### src/rtl/sign_mag_add_arbiter.sv
// Round-robin arbiter that time-shares one synchronous sign-magnitude adder ROM
// among NUM_REQ requesters, one transaction in flight at a time.
module sign_mag_add_arbiter #(
   parameter  int NUM_REQ = 4,
   parameter  int ROM_LAT = 1,
   localparam int IDW     = $clog2(NUM_REQ)
) (
   input  logic                   clk,
   input  logic                   rst_n,
   input  logic [NUM_REQ-1:0]     req_valid,
   input  logic [4*NUM_REQ-1:0]   req_a,
   input  logic [4*NUM_REQ-1:0]   req_b,
   output logic [NUM_REQ-1:0]     req_ready,
   output logic                   rom_en,
   output logic [7:0]             rom_addr,
   input  logic [4:0]             rom_data,
   output logic                   rsp_valid,
   input  logic                   rsp_ready,
   output logic [IDW-1:0]         rsp_id,
   output logic [4:0]             rsp_sum,
   output logic                   busy,
   output logic [1:0]             dbg_state
);

   // Handshakes: a transfer happens on a rising edge where valid and ready are
   // both high; valid never waits on ready, and payload is held until transfer.

   localparam int CW = 2;

   typedef enum logic [1:0] {
      S_IDLE  = 2'd0,
      S_ISSUE = 2'd1,
      S_WAIT  = 2'd2,
      S_RESP  = 2'd3
   } state_t;

   state_t           state_q, state_d;
   logic [IDW-1:0]   rr_ptr_q, rr_ptr_d;
   logic [CW-1:0]    cnt_q, cnt_d;
   logic [7:0]       addr_q, addr_d;
   logic [IDW-1:0]   id_q, id_d;
   logic [IDW-1:0]   rsp_id_q, rsp_id_d;
   logic [4:0]       rsp_sum_q, rsp_sum_d;

   logic             grant_found;
   logic [IDW-1:0]   grant_idx;
   logic [IDW-1:0]   next_ptr;

   // Rotating priority search starting at rr_ptr, wrapping modulo NUM_REQ.
   always_comb begin
      int idx;
      idx         = 0;
      grant_found = 1'b0;
      grant_idx   = '0;
      for (int k = 0; k < NUM_REQ; k++) begin
         idx = int'(rr_ptr_q) + k;
         if (idx >= NUM_REQ) idx = idx - NUM_REQ;
         if (!grant_found && req_valid[idx]) begin
            grant_found = 1'b1;
            grant_idx   = IDW'(idx);
         end
      end
      next_ptr = (int'(grant_idx) == NUM_REQ - 1) ? '0 : grant_idx + 1'b1;
   end

   always_ff @(posedge clk or negedge rst_n) begin
      if (!rst_n) begin
         state_q   <= S_IDLE;
         rr_ptr_q  <= '0;
         cnt_q     <= '0;
         addr_q    <= '0;
         id_q      <= '0;
         rsp_id_q  <= '0;
         rsp_sum_q <= '0;
      end else begin
         state_q   <= state_d;
         rr_ptr_q  <= rr_ptr_d;
         cnt_q     <= cnt_d;
         addr_q    <= addr_d;
         id_q      <= id_d;
         rsp_id_q  <= rsp_id_d;
         rsp_sum_q <= rsp_sum_d;
      end
   end

   always_comb begin
      state_d   = state_q;
      rr_ptr_d  = rr_ptr_q;
      cnt_d     = cnt_q;
      addr_d    = addr_q;
      id_d      = id_q;
      rsp_id_d  = rsp_id_q;
      rsp_sum_d = rsp_sum_q;
      case (state_q)
         S_IDLE: begin
            if (grant_found) begin
               addr_d   = {req_a[4*int'(grant_idx) +: 4], req_b[4*int'(grant_idx) +: 4]};
               id_d     = grant_idx;
               rr_ptr_d = next_ptr;
               state_d  = S_ISSUE;
            end
         end
         S_ISSUE: begin
            cnt_d   = CW'(ROM_LAT - 1);
            state_d = S_WAIT;
         end
         S_WAIT: begin
            // Counter reaching zero marks the cycle rom_data is valid.
            if (cnt_q == '0) begin
               rsp_sum_d = rom_data;
               rsp_id_d  = id_q;
               state_d   = S_RESP;
            end else begin
               cnt_d = cnt_q - 1'b1;
            end
         end
         S_RESP: begin
            if (rsp_ready) state_d = S_IDLE;
         end
         default: state_d = S_IDLE;
      endcase
   end

   always_comb begin
      req_ready = '0;
      // Gated by rst_n so the grant is quiet while reset is held.
      if (rst_n && state_q == S_IDLE && grant_found)
         req_ready = NUM_REQ'(1) << grant_idx;
      rom_en    = (state_q == S_ISSUE);
      rsp_valid = (state_q == S_RESP);
      busy      = (state_q != S_IDLE);
      rom_addr  = addr_q;
      rsp_id    = rsp_id_q;
      rsp_sum   = rsp_sum_q;
      dbg_state = state_q;
   end

endmodule

### config.mk
export PLATFORM = sky130hd
export DESIGN_NAME = sign_mag_add_arbiter
export DESIGN_NICKNAME = d
export VERILOG_FILES = /design/src/rtl/sign_mag_add_arbiter.sv
export SDC_FILE = /design/constraint.sdc
export NUM_CORES = 1
export LEC_CHECK = 0
export CAP_MARGIN = 20
export CORE_AREA = 2 2 76 56
export DETAILED_ROUTE_END_ITERATION = 7
export DIE_AREA = 0 0 78 58
export PLACE_DENSITY = 0.9
export SYNTH_ARGS = -nofsm -noshare
export SYNTH_HDL_FRONTEND = slang
export SYNTH_SLANG_ARGS = --single-unit
export TNS_END_PERCENT = 10
### constraint.sdc
create_clock -name clk -period 3.86 [get_ports clk]
set_input_delay 0.386 -clock clk [delete_from_list [all_inputs] [get_ports clk]]
set_output_delay 0.386 -clock clk [all_outputs]
set_load 0.05 [all_outputs]
==> results.txt <==
required time worst endpoint -> 3.47 ns
H-tree depth -> 1
placed cell areas -> 2434 sq um
final worst path period need -> 3.228 ns
DRT Pass-1 Iters -> 4
Routability Congestion -> 0.8750
global-route wire length before repair -> 7997 microns
worst skew pair latency -> 0.26 ns
I/O pin total -> 68
WL/cell -> 16.71 microns
largest net degree at the start of global routing -> 25
number of synthesized flops with an enable pin -> 0
final period utilization -> 83.63%
1st-iter DRT viols -> 169
clock power share -> 7.7%
IR drop worst, VDD -> 443.9 uV
crit path buf inv count -> 3
Num CTS Buffers -> 3
Synth area leader -> dfrtp_1
Worst path max stage delay -> 0.81 ns
detailed-route DRC error count -> 0
Row Count -> 19
setup TNS -> 0 ns
status -> finished, final reports clean
final cell count without fillers -> 302
relative slew slack -> 52.79%
cell area after layout -> 2479 sq um
dpl cells -> 298
Post-CTS Setup Inserts -> 0
HPWL after DPL -> 3971 microns
DIE WIDTH -> 78 microns
vias in the first global route -> 1687
switching part of the total -> 51.38%
Seq/Total Area, Yosys -> 32.44%
Async S/R FF share, synth -> 100.0%
fin util -> 65.16%
mean post-synth cell area -> 9.289 sq um
worst hold margin -> 0.4837 ns
Antenna Cells -> 0
Power Internal -> 0.9343 mW
worst slew pin tran -> 0.7055 ns
Initial Util -> 46.64%
number of synthesized register bits -> 23
CP Data Arrival Time -> 2.84 ns
area fraction of the dominant cell type after synthesis -> 32.44%
worst clock skew -> 0.0009204 ns
CP max-delay cell -> clkdlybuf4s50_1
post-cts sizing count -> 0
Hold WC Path Type -> flip-flop to flip-flop
final net count -> 301
sequential share of power -> 23.4%
Crit Path Class -> primary input to output port
Slew Limit Fails -> 0
IO buf count -> 67
drt via density -> 6.073
CP Max Fanout -> 20
Leak Pwr -> 1.006 nW
Reg clk slew, reported paths -> 0.08 ns
PD cells -> 775.2 nW/um^2
Mapped Cells -> 191
antenna violations before repair -> 0
mapped cell area -> 1774 sq um
Fin. Hold Viols -> 0
number of distinct library cells after synthesis -> 39
Ys Warns -> 0
Max-cap violations -> 0
Clock Tree Buf Depth -> 2
RSZ-0062 raised after global routing -> false
P_sw -> 0.9872 mW
ANT nets after route -> 0
Comb power frac -> 68.9%
CTS tree -> done
Critical Path End Type -> output port
final setup fails -> 0
top post-synthesis cells by area -> dfrtp_1, o32ai_1, a311oi_2, mux2_2, ha_1
Syn Nets -> 241
Most common cell on crit path -> clkdlybuf4s50_1
DIE AREA -> 4524 sq um
Cell Chain, Critical Path -> clkdlybuf4s50_1, buf_4, nand3b_1, a21oi_2, or3_1, nor2_1, clkdlybuf4s50_1
core area -> 3804 sq um
die height -> 58 microns
total congestion overflow -> 0
GRT Total Usage -> 22.58%
predominant post-synthesis flop cell -> dfrtp_1
Max Freq -> 309.8 MHz
clk sinks -> 23
CP Launch Type -> primary input
CTS Hold Bufs -> 0
area delta synth->final -> 39.70%
Root Buffer -> clkbuf_8
Largest delay share family, worst path -> buffers and inverters
Vias -> 1834
share of cells above drive strength 1 -> 12.40%
final WL -> 5046 microns
-- final timing paths --
check | start | to | slack (ns) | depth (start not counted)
max in group asynchronous | rst_n | rom_addr[1]$_DFFE_PN0P_ | 3.10 | 2
min in group asynchronous | rst_n | rsp_sum[3]$_DFFE_PN0P_ | 0.53 | 2
setup reg to reg | rr_ptr_q[0]$_DFFE_PN0P_ | rr_ptr_q[1]$_DFFE_PN0P_ | 1.71 | 5
hold / removal | id_q[0]$_DFFE_PN0P_ | id_q[0]$_DFFE_PN0P_ | 0.48 | 1
hold reg to reg | id_q[0]$_DFFE_PN0P_ | id_q[0]$_DFFE_PN0P_ | 0.48 | 1
setup / recovery | req_valid[3] | req_ready[2] | 0.63 | 7
-- power groups by stage --
stage          Sequential, mW  Clock, mW  Combinational (mW)
2_1_floorplan           0.711          0               0.688
3_3_place_gp            0.447          0                1.28
3_5_place_dp            0.451          0                1.32
4_1_cts                 0.448      0.148                1.32
5_1_grt                 0.465      0.162                1.40
6_report                0.449      0.149                1.32
-- final cells by class --
class,count,area [sq um]
flip-flops and latches,23,575.6
multi-input cells,136,1037
repair buffers,71,695.7
inverters,16,60.06
clock buffers,4,45.04
well taps,52,65.06
fillers,310,1325
-- layer usage --
| metal | track usage, % | vias to the layer above | routed length (microns) |
|---|---|---|---|
| li1 | - | 847 | - |
| met1 | 31.51 | 874 | 2145 |
| met2 | 35.96 | 103 | 2365 |
| met3 | 5.296 | 10 | 454 |
| met4 | 5.764 | 0 | 80 |
| met5 | 0 | - | 0 |
-- layout by cell type, fill, tap and decap left out, drive strengths merged, types with 2 or more instances in the layout --
master,synthesis,routed
o32ai,16,16
and3,9,9
clkbuf,5,4
a21o,5,5
a221oi,9,9
nor2,15,15
nand2b,5,5
nand2,14,14
o21bai,2,2
a311oi,8,8
a21oi,2,2
o21ai,6,6
clkdlybuf4s50,0,65
buf,11,6
dfrtp,23,23
mux2,9,9
ha,6,6
o22ai,9,9
inv,16,16
a211oi,8,8
-- synth_stat cells (2+ instances only) --
| library cell | number |
|---|---|
| dfrtp_1 | 23 |
| o32ai_1 | 16 |
| inv_1 | 15 |
| nor2_1 | 15 |
| nand2_1 | 14 |
| and3_1 | 9 |
| o22ai_1 | 9 |
| a211oi_1 | 8 |
| a221oi_1 | 8 |
| a311oi_2 | 8 |
| mux2_2 | 8 |
| buf_2 | 6 |
| ha_1 | 6 |
| o21ai_0 | 6 |
| a21o_1 | 5 |
| clkbuf_1 | 5 |
| buf_6 | 4 |
| nand2b_1 | 4 |
| o21bai_1 | 2 |
-- state kept, by name (all words and copies together), names as in the netlist --
register / count
cnt_q: 2
rsp_sum: 5
dbg_state: 2
id_q: 2
rom_addr: 8
rsp_id: 2
rr_ptr_q: 2
-- kinds of logic after synthesis --
| logic type | after synthesis | synth area share, % |
|---|---|---|
| compound gates | 69 | 33.36 |
| xor+xnor | 1 | 0.4937 |
| fa+ha+maj | 6 | 4.231 |
| buf+inv | 32 | 9.097 |
| flops | 23 | 32.44 |
| mux | 10 | 6.488 |
| simple gates | 50 | 13.89 |
-- per-stage QoR --
stage / setup slack [ns] / power, mW
floorplan: 1.158 / 1.400
global placement: 0.7037 / 1.725
detailed placement: 0.6604 / 1.767
CTS: 0.6480 / 1.913
global route: 0.5234 / 2.028
finish: 0.6317 / 1.922
Power figures use the tool's default switching activity.
